`src/rtl/comp_pkg.sv`:
```
// Shared types and defaults for the comparator operand loader.
// Contents:
//   loader_state_t      - loader FSM states (IDLE, SHIFT, HOLD)
//   COMP_WIDTH_DEFAULT  - default operand width in bits
package comp_pkg;

    typedef enum logic [1:0] {
        IDLE  = 2'd0,
        SHIFT = 2'd1,
        HOLD  = 2'd2
    } loader_state_t;

    localparam int unsigned COMP_WIDTH_DEFAULT = 2;

endpackage

```
`src/rtl/comp_operand_loader_if.sv`:
```
// Bundle of the loader's serial input, parallel output handshake and status signals.
// Signals:
//   start, ser_valid, ser_x, ser_y - serial operand stream and load request
//   x, y, out_valid, out_ready     - parallel operand pair with valid/ready handshake
//   busy, overrun                  - status
// Modports: slave = loader side, master = stream producer / comparator side.
interface comp_operand_loader_if #(
    parameter int unsigned WIDTH = comp_pkg::COMP_WIDTH_DEFAULT
);
    logic             start;
    logic             ser_valid;
    logic             ser_x;
    logic             ser_y;
    logic [WIDTH-1:0] x;
    logic [WIDTH-1:0] y;
    logic             out_valid;
    logic             out_ready;
    logic             busy;
    logic             overrun;

    modport slave (
        input  start, ser_valid, ser_x, ser_y, out_ready,
        output x, y, out_valid, busy, overrun
    );

    modport master (
        output start, ser_valid, ser_x, ser_y, out_ready,
        input  x, y, out_valid, busy, overrun
    );
endinterface

```
`src/rtl/comp_shift_reg.sv`:
```
// One-operand deserializing shift register.
// Build option: COMP_LOADER_LSB_FIRST_EN selects an LSB-first stream (default MSB first).
// Ports:
//   clk, rst_n - clock, asynchronous active-low reset
//   clr        - synchronous clear to zero (wins over en)
//   en         - shift din in this cycle
//   din        - serial data bit
//   shifted    - register contents with din shifted in (the value loaded on en)
module comp_shift_reg #(
    parameter int unsigned WIDTH = comp_pkg::COMP_WIDTH_DEFAULT
) (
    input  logic             clk,
    input  logic             rst_n,
    input  logic             clr,
    input  logic             en,
    input  logic             din,
    output logic [WIDTH-1:0] shifted
);

    logic [WIDTH-1:0] sr_q;

`ifdef COMP_LOADER_LSB_FIRST_EN
    // First bit received ends up in bit 0 after WIDTH shifts.
    assign shifted = {din, sr_q[WIDTH-1:1]};
`else
    assign shifted = {sr_q[WIDTH-2:0], din};
`endif

    always_ff @(posedge clk or negedge rst_n) begin
        if (!rst_n) begin
            sr_q <= '0;
        end else if (clr) begin
            sr_q <= '0;
        end else if (en) begin
            sr_q <= shifted;
        end
    end

endmodule

```
`src/rtl/comp_operand_loader.sv`:
```
// Operand loader for the 2-bit equality comparator: deserializes a bit-serial x/y pair stream
// into WIDTH-bit words and holds them behind a valid/ready handshake.
// Build option: COMP_LOADER_LSB_FIRST_EN (stream order, handled in comp_shift_reg).
// Ports:
//   clk   - rising-edge clock
//   rst_n - asynchronous active-low reset
//   bus   - comp_operand_loader_if.slave: start/ser_* in, x/y/out_valid out, out_ready in,
//           busy (in SHIFT) and sticky overrun out
module comp_operand_loader
    import comp_pkg::*;
#(
    parameter int unsigned WIDTH = COMP_WIDTH_DEFAULT
) (
    input  logic                    clk,
    input  logic                    rst_n,
    comp_operand_loader_if.slave    bus
);

    localparam int unsigned CNT_W = $clog2(WIDTH);
    localparam logic [CNT_W-1:0] CNT_LAST = CNT_W'(WIDTH - 1);

    loader_state_t    state_q, state_d;
    logic [CNT_W-1:0] cnt_q, cnt_d;
    logic [WIDTH-1:0] x_q, y_q;
    logic             out_valid_q, out_valid_d;
    logic             overrun_q, overrun_d;

    logic             sr_clr;
    logic             sr_en;
    logic             load_out;
    logic [WIDTH-1:0] xs_shifted;
    logic [WIDTH-1:0] ys_shifted;

    comp_shift_reg #(.WIDTH(WIDTH)) u_xs (
        .clk     (clk),
        .rst_n   (rst_n),
        .clr     (sr_clr),
        .en      (sr_en),
        .din     (bus.ser_x),
        .shifted (xs_shifted)
    );

    comp_shift_reg #(.WIDTH(WIDTH)) u_ys (
        .clk     (clk),
        .rst_n   (rst_n),
        .clr     (sr_clr),
        .en      (sr_en),
        .din     (bus.ser_y),
        .shifted (ys_shifted)
    );

    always_comb begin
        state_d     = state_q;
        cnt_d       = cnt_q;
        out_valid_d = out_valid_q;
        overrun_d   = overrun_q;
        sr_clr      = 1'b0;
        sr_en       = 1'b0;
        load_out    = 1'b0;

        unique case (state_q)
            IDLE: begin
                if (bus.start) begin
                    // Any bit presented alongside start is dropped; capture starts next cycle.
                    state_d   = SHIFT;
                    cnt_d     = '0;
                    sr_clr    = 1'b1;
                    overrun_d = 1'b0;
                end else if (bus.ser_valid) begin
                    overrun_d = 1'b1;
                end
            end

            SHIFT: begin
                if (bus.start) begin
                    // Abort and restart the current word.
                    cnt_d     = '0;
                    sr_clr    = 1'b1;
                    overrun_d = 1'b0;
                end else if (bus.ser_valid) begin
                    sr_en = 1'b1;
                    if (cnt_q == CNT_LAST) begin
                        load_out    = 1'b1;
                        out_valid_d = 1'b1;
                        cnt_d       = '0;
                        state_d     = HOLD;
                    end else begin
                        cnt_d = cnt_q + CNT_W'(1);
                    end
                end
            end

            HOLD: begin
                if (bus.ser_valid) begin
                    overrun_d = 1'b1;
                end
                if (out_valid_q && bus.out_ready) begin
                    out_valid_d = 1'b0;
                    if (bus.start) begin
                        // Back-to-back load; an accepted start clears overrun even if a
                        // stray bit arrived in the same cycle.
                        state_d   = SHIFT;
                        cnt_d     = '0;
                        sr_clr    = 1'b1;
                        overrun_d = 1'b0;
                    end else begin
                        state_d = IDLE;
                    end
                end
            end

            default: begin
                state_d = IDLE;
            end
        endcase
    end

    always_ff @(posedge clk or negedge rst_n) begin
        if (!rst_n) begin
            state_q     <= IDLE;
            cnt_q       <= '0;
            x_q         <= '0;
            y_q         <= '0;
            out_valid_q <= 1'b0;
            overrun_q   <= 1'b0;
        end else begin
            state_q     <= state_d;
            cnt_q       <= cnt_d;
            out_valid_q <= out_valid_d;
            overrun_q   <= overrun_d;
            if (load_out) begin
                x_q <= xs_shifted;
                y_q <= ys_shifted;
            end
        end
    end

    assign bus.x         = x_q;
    assign bus.y         = y_q;
    assign bus.out_valid = out_valid_q;
    assign bus.busy      = (state_q == SHIFT);
    assign bus.overrun   = overrun_q;

endmodule

```
`src/flat_wrapper.sv`:
```
// flat-port wrapper written by rule: the top's interface ports become plain ports
module comp_operand_loader_flat import comp_pkg::*;
#(
    parameter int unsigned WIDTH = COMP_WIDTH_DEFAULT
)
  (clk, rst_n, bus_start, bus_ser_valid, bus_ser_x, bus_ser_y, bus_out_ready, bus_x, bus_y, bus_out_valid, bus_busy, bus_overrun);
  comp_operand_loader_if #(.WIDTH(WIDTH)) bus_i ();
  input  logic clk;
  input  logic rst_n;
  input wire logic [$bits(bus_i.start)-1:0] bus_start;
  input wire logic [$bits(bus_i.ser_valid)-1:0] bus_ser_valid;
  input wire logic [$bits(bus_i.ser_x)-1:0] bus_ser_x;
  input wire logic [$bits(bus_i.ser_y)-1:0] bus_ser_y;
  input wire logic [$bits(bus_i.out_ready)-1:0] bus_out_ready;
  output wire logic [$bits(bus_i.x)-1:0] bus_x;
  output wire logic [$bits(bus_i.y)-1:0] bus_y;
  output wire logic [$bits(bus_i.out_valid)-1:0] bus_out_valid;
  output wire logic [$bits(bus_i.busy)-1:0] bus_busy;
  output wire logic [$bits(bus_i.overrun)-1:0] bus_overrun;
  assign bus_i.start = bus_start;
  assign bus_i.ser_valid = bus_ser_valid;
  assign bus_i.ser_x = bus_ser_x;
  assign bus_i.ser_y = bus_ser_y;
  assign bus_i.out_ready = bus_out_ready;
  assign bus_x = bus_i.x;
  assign bus_y = bus_i.y;
  assign bus_out_valid = bus_i.out_valid;
  assign bus_busy = bus_i.busy;
  assign bus_overrun = bus_i.overrun;
  comp_operand_loader #(.WIDTH(WIDTH)) u_core (.clk(clk), .rst_n(rst_n), .bus(bus_i));
endmodule
```
`config.mk`:
```
export PLATFORM = sky130hd
export DESIGN_NAME = comp_operand_loader_flat
export DESIGN_NICKNAME = d
export VERILOG_FILES = /design/src/rtl/comp_pkg.sv /design/src/rtl/comp_operand_loader_if.sv /design/src/rtl/comp_shift_reg.sv /design/src/rtl/comp_operand_loader.sv /design/src/flat_wrapper.sv
export SDC_FILE = /design/constraint.sdc
export NUM_CORES = 1
export LEC_CHECK = 0
export BUFFER_PORTS_ARGS = -buffer_cell sky130_fd_sc_hd__buf_2
export CORE_MARGIN = 5
export CORE_UTILIZATION = 46
export CTS_CLUSTER_SIZE = 30
export DETAILED_ROUTE_END_ITERATION = 7
export PLACE_DENSITY_LB_ADDON = 0.3
export SLEW_MARGIN = 20
export SYNTH_ARGS = -nofsm -noshare
export SYNTH_HDL_FRONTEND = slang
export SYNTH_HIERARCHICAL = 1
export SYNTH_SLANG_ARGS = --single-unit
export TNS_END_PERCENT = 5
```
`constraint.sdc`:
```
create_clock -name clk -period 2.37 [get_ports clk]
set_input_delay 0.3555 -clock clk [delete_from_list [all_inputs] [get_ports clk]]
set_output_delay 0.3555 -clock clk [all_outputs]
set_load 0.02 [all_outputs]
```
==> qor.yml <==
status: "finished, final reports clean"
synth-seq-cells: 11
fp.dieW_um: 48.57
cp.buffers_inverters: 1
synth_cell_types: 29
synth_edf_count: 0
dp_slack_ns: 0.5040
path_cells: "inv_1 > ha_1 > a21boi_2 > a2111oi_4 > mux2_2"
clk_latency_ns: 0.27
ir_drop_mv: 0.5591
core_um2: 1454
ys.flop_type: "dfrtp_1"
grt_pass1_vias: 493
synth_most_common_cell: "dfrtp_1"
fin_tns_setup_ns: 0
report.final.slew_viol_count: 0
row_count: 14
drive_gt1_share_pct: 31.17
maxCapViolations: 0
syn_area_um2: 684.4
place_inst: 88
drtIter0Drc: 7
pin_count: 14
wirelength_mm: 1.272
slew_headroom_pct: 73.40
fin_ws_ns: 0.5227
antenna_cells: 0
synth_area_leaders: "dfrtp_1 (40%), ha_1 (11%), mux2_2 (8.2%), a2111oi_4 (4.0%), mux2i_1 (2.9%)"
period_share_pct: 77.94
cts-resized-gates: 0
clockBufferDepth: 2
clkSinkCount: 11
cts_tree: "yes"
reg2regPathDepth: 5
die-area_um2: 2359
cts_buffers: 3
syn_avg_cell_area_um2: 11.22
finalHoldViolCount: 0
vias: 487
firstDrtPassIters: 4
rrSetupSlack_ns: 0.52
routedWlPerCell_um: 13.68
hold_buffers: 1
yosysWarningCount: 6
skew_ns: 0.005825
yosysSeqAreaShare_pct: 40.22
setup_violations: 0
cp_data_required_time_ns: 2.53
worst_pin_slew_ns: 0.3981
fmax_mhz: 541.3
hold_path_end: "u_core/bus.y[0]"
post_cts_buffers: 0
hold_path.startpoint: "bus_ser_y"
grt_start_max_net_pins: 12
hold_path_class: "input port to register"
area_growth_pct: 15.54
synth_top_area_share_pct: 40.22
fin_area_um2: 790.8
slowest_delay_ns: 0.43
p_per_area_nw_per_um2: 1150
place_congestion: 0.8568
ant_nets: 0
ctsHtreeMaxLevel: 1
cts-root-buf: "clkbuf_4"
path_clk_slew_ns: 0.08
track_usage_pct: 11.60
grt_pass1_wl_mm: 2.214
die_h_um: 48.57
worst_ep_arrival_time_ns: 2.00
r2r-start: "u_core/state_q[1]"
holdPathStages: 2
cp_max_fo: 7
fin_cells: 93
cp-end-kind: "register"
p_leak_nw: 0.3993
async_flop_share_pct: 100.0
drc: 0
dp.final_hpwl_um: 985.1
start_kind: "register"
n_fill_cell: 136
syn_inst: 61
rsz0062_at_grt: "no"
worstSetupPathType: "register to register"
via_per_inst: 5.237
final.min_clock_period_ns: 1.847
finalNetCount: 91
synth_nets: 74
synth_common_cells: "dfrtp_1 (11), ha_1 (6), inv_1 (5), mux2_2 (5)"
cpMaxStageDelayCell: "dfrtp_1"
portBuffers: 13
worstReg2RegEnd: "u_core/state_q[1]"
synth_top_area_cell: "dfrtp_1"
overflow: 0
crit_family: "compound AO/OA/AOI/OAI gates"
finalPower_mw: 0.9093
post_dp_cell_area_um2: 754.5
start_util_pct: 47.07
antenna_found_initial: 0
registers in the layout, summed over array words and instances (netlist names):
| register | count |
|---|---|
| u_core/bus.x | 2 |
| u_core/u_xs/sr_q | 1 |
| u_core/bus.y | 2 |
| u_core/bus.out_valid | 1 |
| u_core/u_ys/sr_q | 1 |
| u_core/state_q | 2 |
| u_core/bus.overrun | 1 |
| u_core/cnt_q | 1 |
cells in the final DEF, fill, tap and decap left out, types with 2 or more instances in the layout:
| master | synthesis | routed |
|---|---|---|
| a31oi_1 | 2 | 2 |
| mux2_2 | 5 | 5 |
| mux2i_1 | 2 | 2 |
| dfrtp_1 | 11 | 11 |
| clkbuf_4 | 0 | 3 |
| inv_1 | 5 | 5 |
| and2_1 | 3 | 3 |
| ha_1 | 6 | 6 |
| nand3_1 | 2 | 2 |
| and2b_1 | 2 | 2 |
| nor2_1 | 3 | 3 |
| buf_2 | 0 | 13 |
power breakdown:
group	leakage, nW	switching (mW)	total [mW]	internal [mW]
registers	0.146	0.0602	0.311	0.250
logic	0.239	0.250	0.467	0.216
clock network	0.0150	0.0670	0.132	0.0652
layer usage:
metal	GRT usage (%)	share of wire (%)	up-vias	wire [um]
li1	-	-	250	-
met1	14.83	47	226	599
met2	17.61	46	9	587
met3	4.601	5.6	2	71
met4	4.036	1.0	0	13
met5	0	0	-	0
how the worst max path moves through the flow:
stage	startpoint	to	slack, ns	cells after the start
after global routing	u_core/state_q[1]	u_core/state_q[1]	0.41	5
after detailed placement	u_core/state_q[1]	u_core/state_q[1]	0.50	5
after floorplan	u_core/state_q[1]	u_core/state_q[1]	0.55	5
after CTS	u_core/state_q[1]	u_core/state_q[1]	0.50	5
after global placement	u_core/state_q[1]	u_core/state_q[1]	0.58	5
final	u_core/state_q[1]	u_core/state_q[1]	0.52	5
through the flow:
step / utilization (%) / hold slack, ns
2_1_floorplan: - / 0.05991
3_3_place_gp: 51.89 / 0.2402
3_5_place_dp: 51.89 / 0.2450
4_1_cts: 54.39 / 0.3229
5_1_grt: 54.39 / 0.3313
6_report: 54.39 / 0.3270
final cells by class:
type | instances | area [um^2] | share of cell area (%)
Sequential cell | 11 | 275.3 | 34.81
Inverter | 6 | 22.52 | 2.848
Tap cell | 16 | 20.02 | 2.532
Clock buffer | 4 | 26.28 | 3.323
Multi-Input combinational cell | 42 | 371.6 | 46.99
Timing Repair Buffer | 14 | 75.07 | 9.494
logic make-up after synthesis:
logic type	after synthesis	synth area share [%]
compound gates	13	17.00
mux	8	12.80
flops	11	40.22
fa+ha+maj	6	10.97
simple gates	15	13.53
buf+inv	8	5.484
Power figures use the tool's default switching activity.
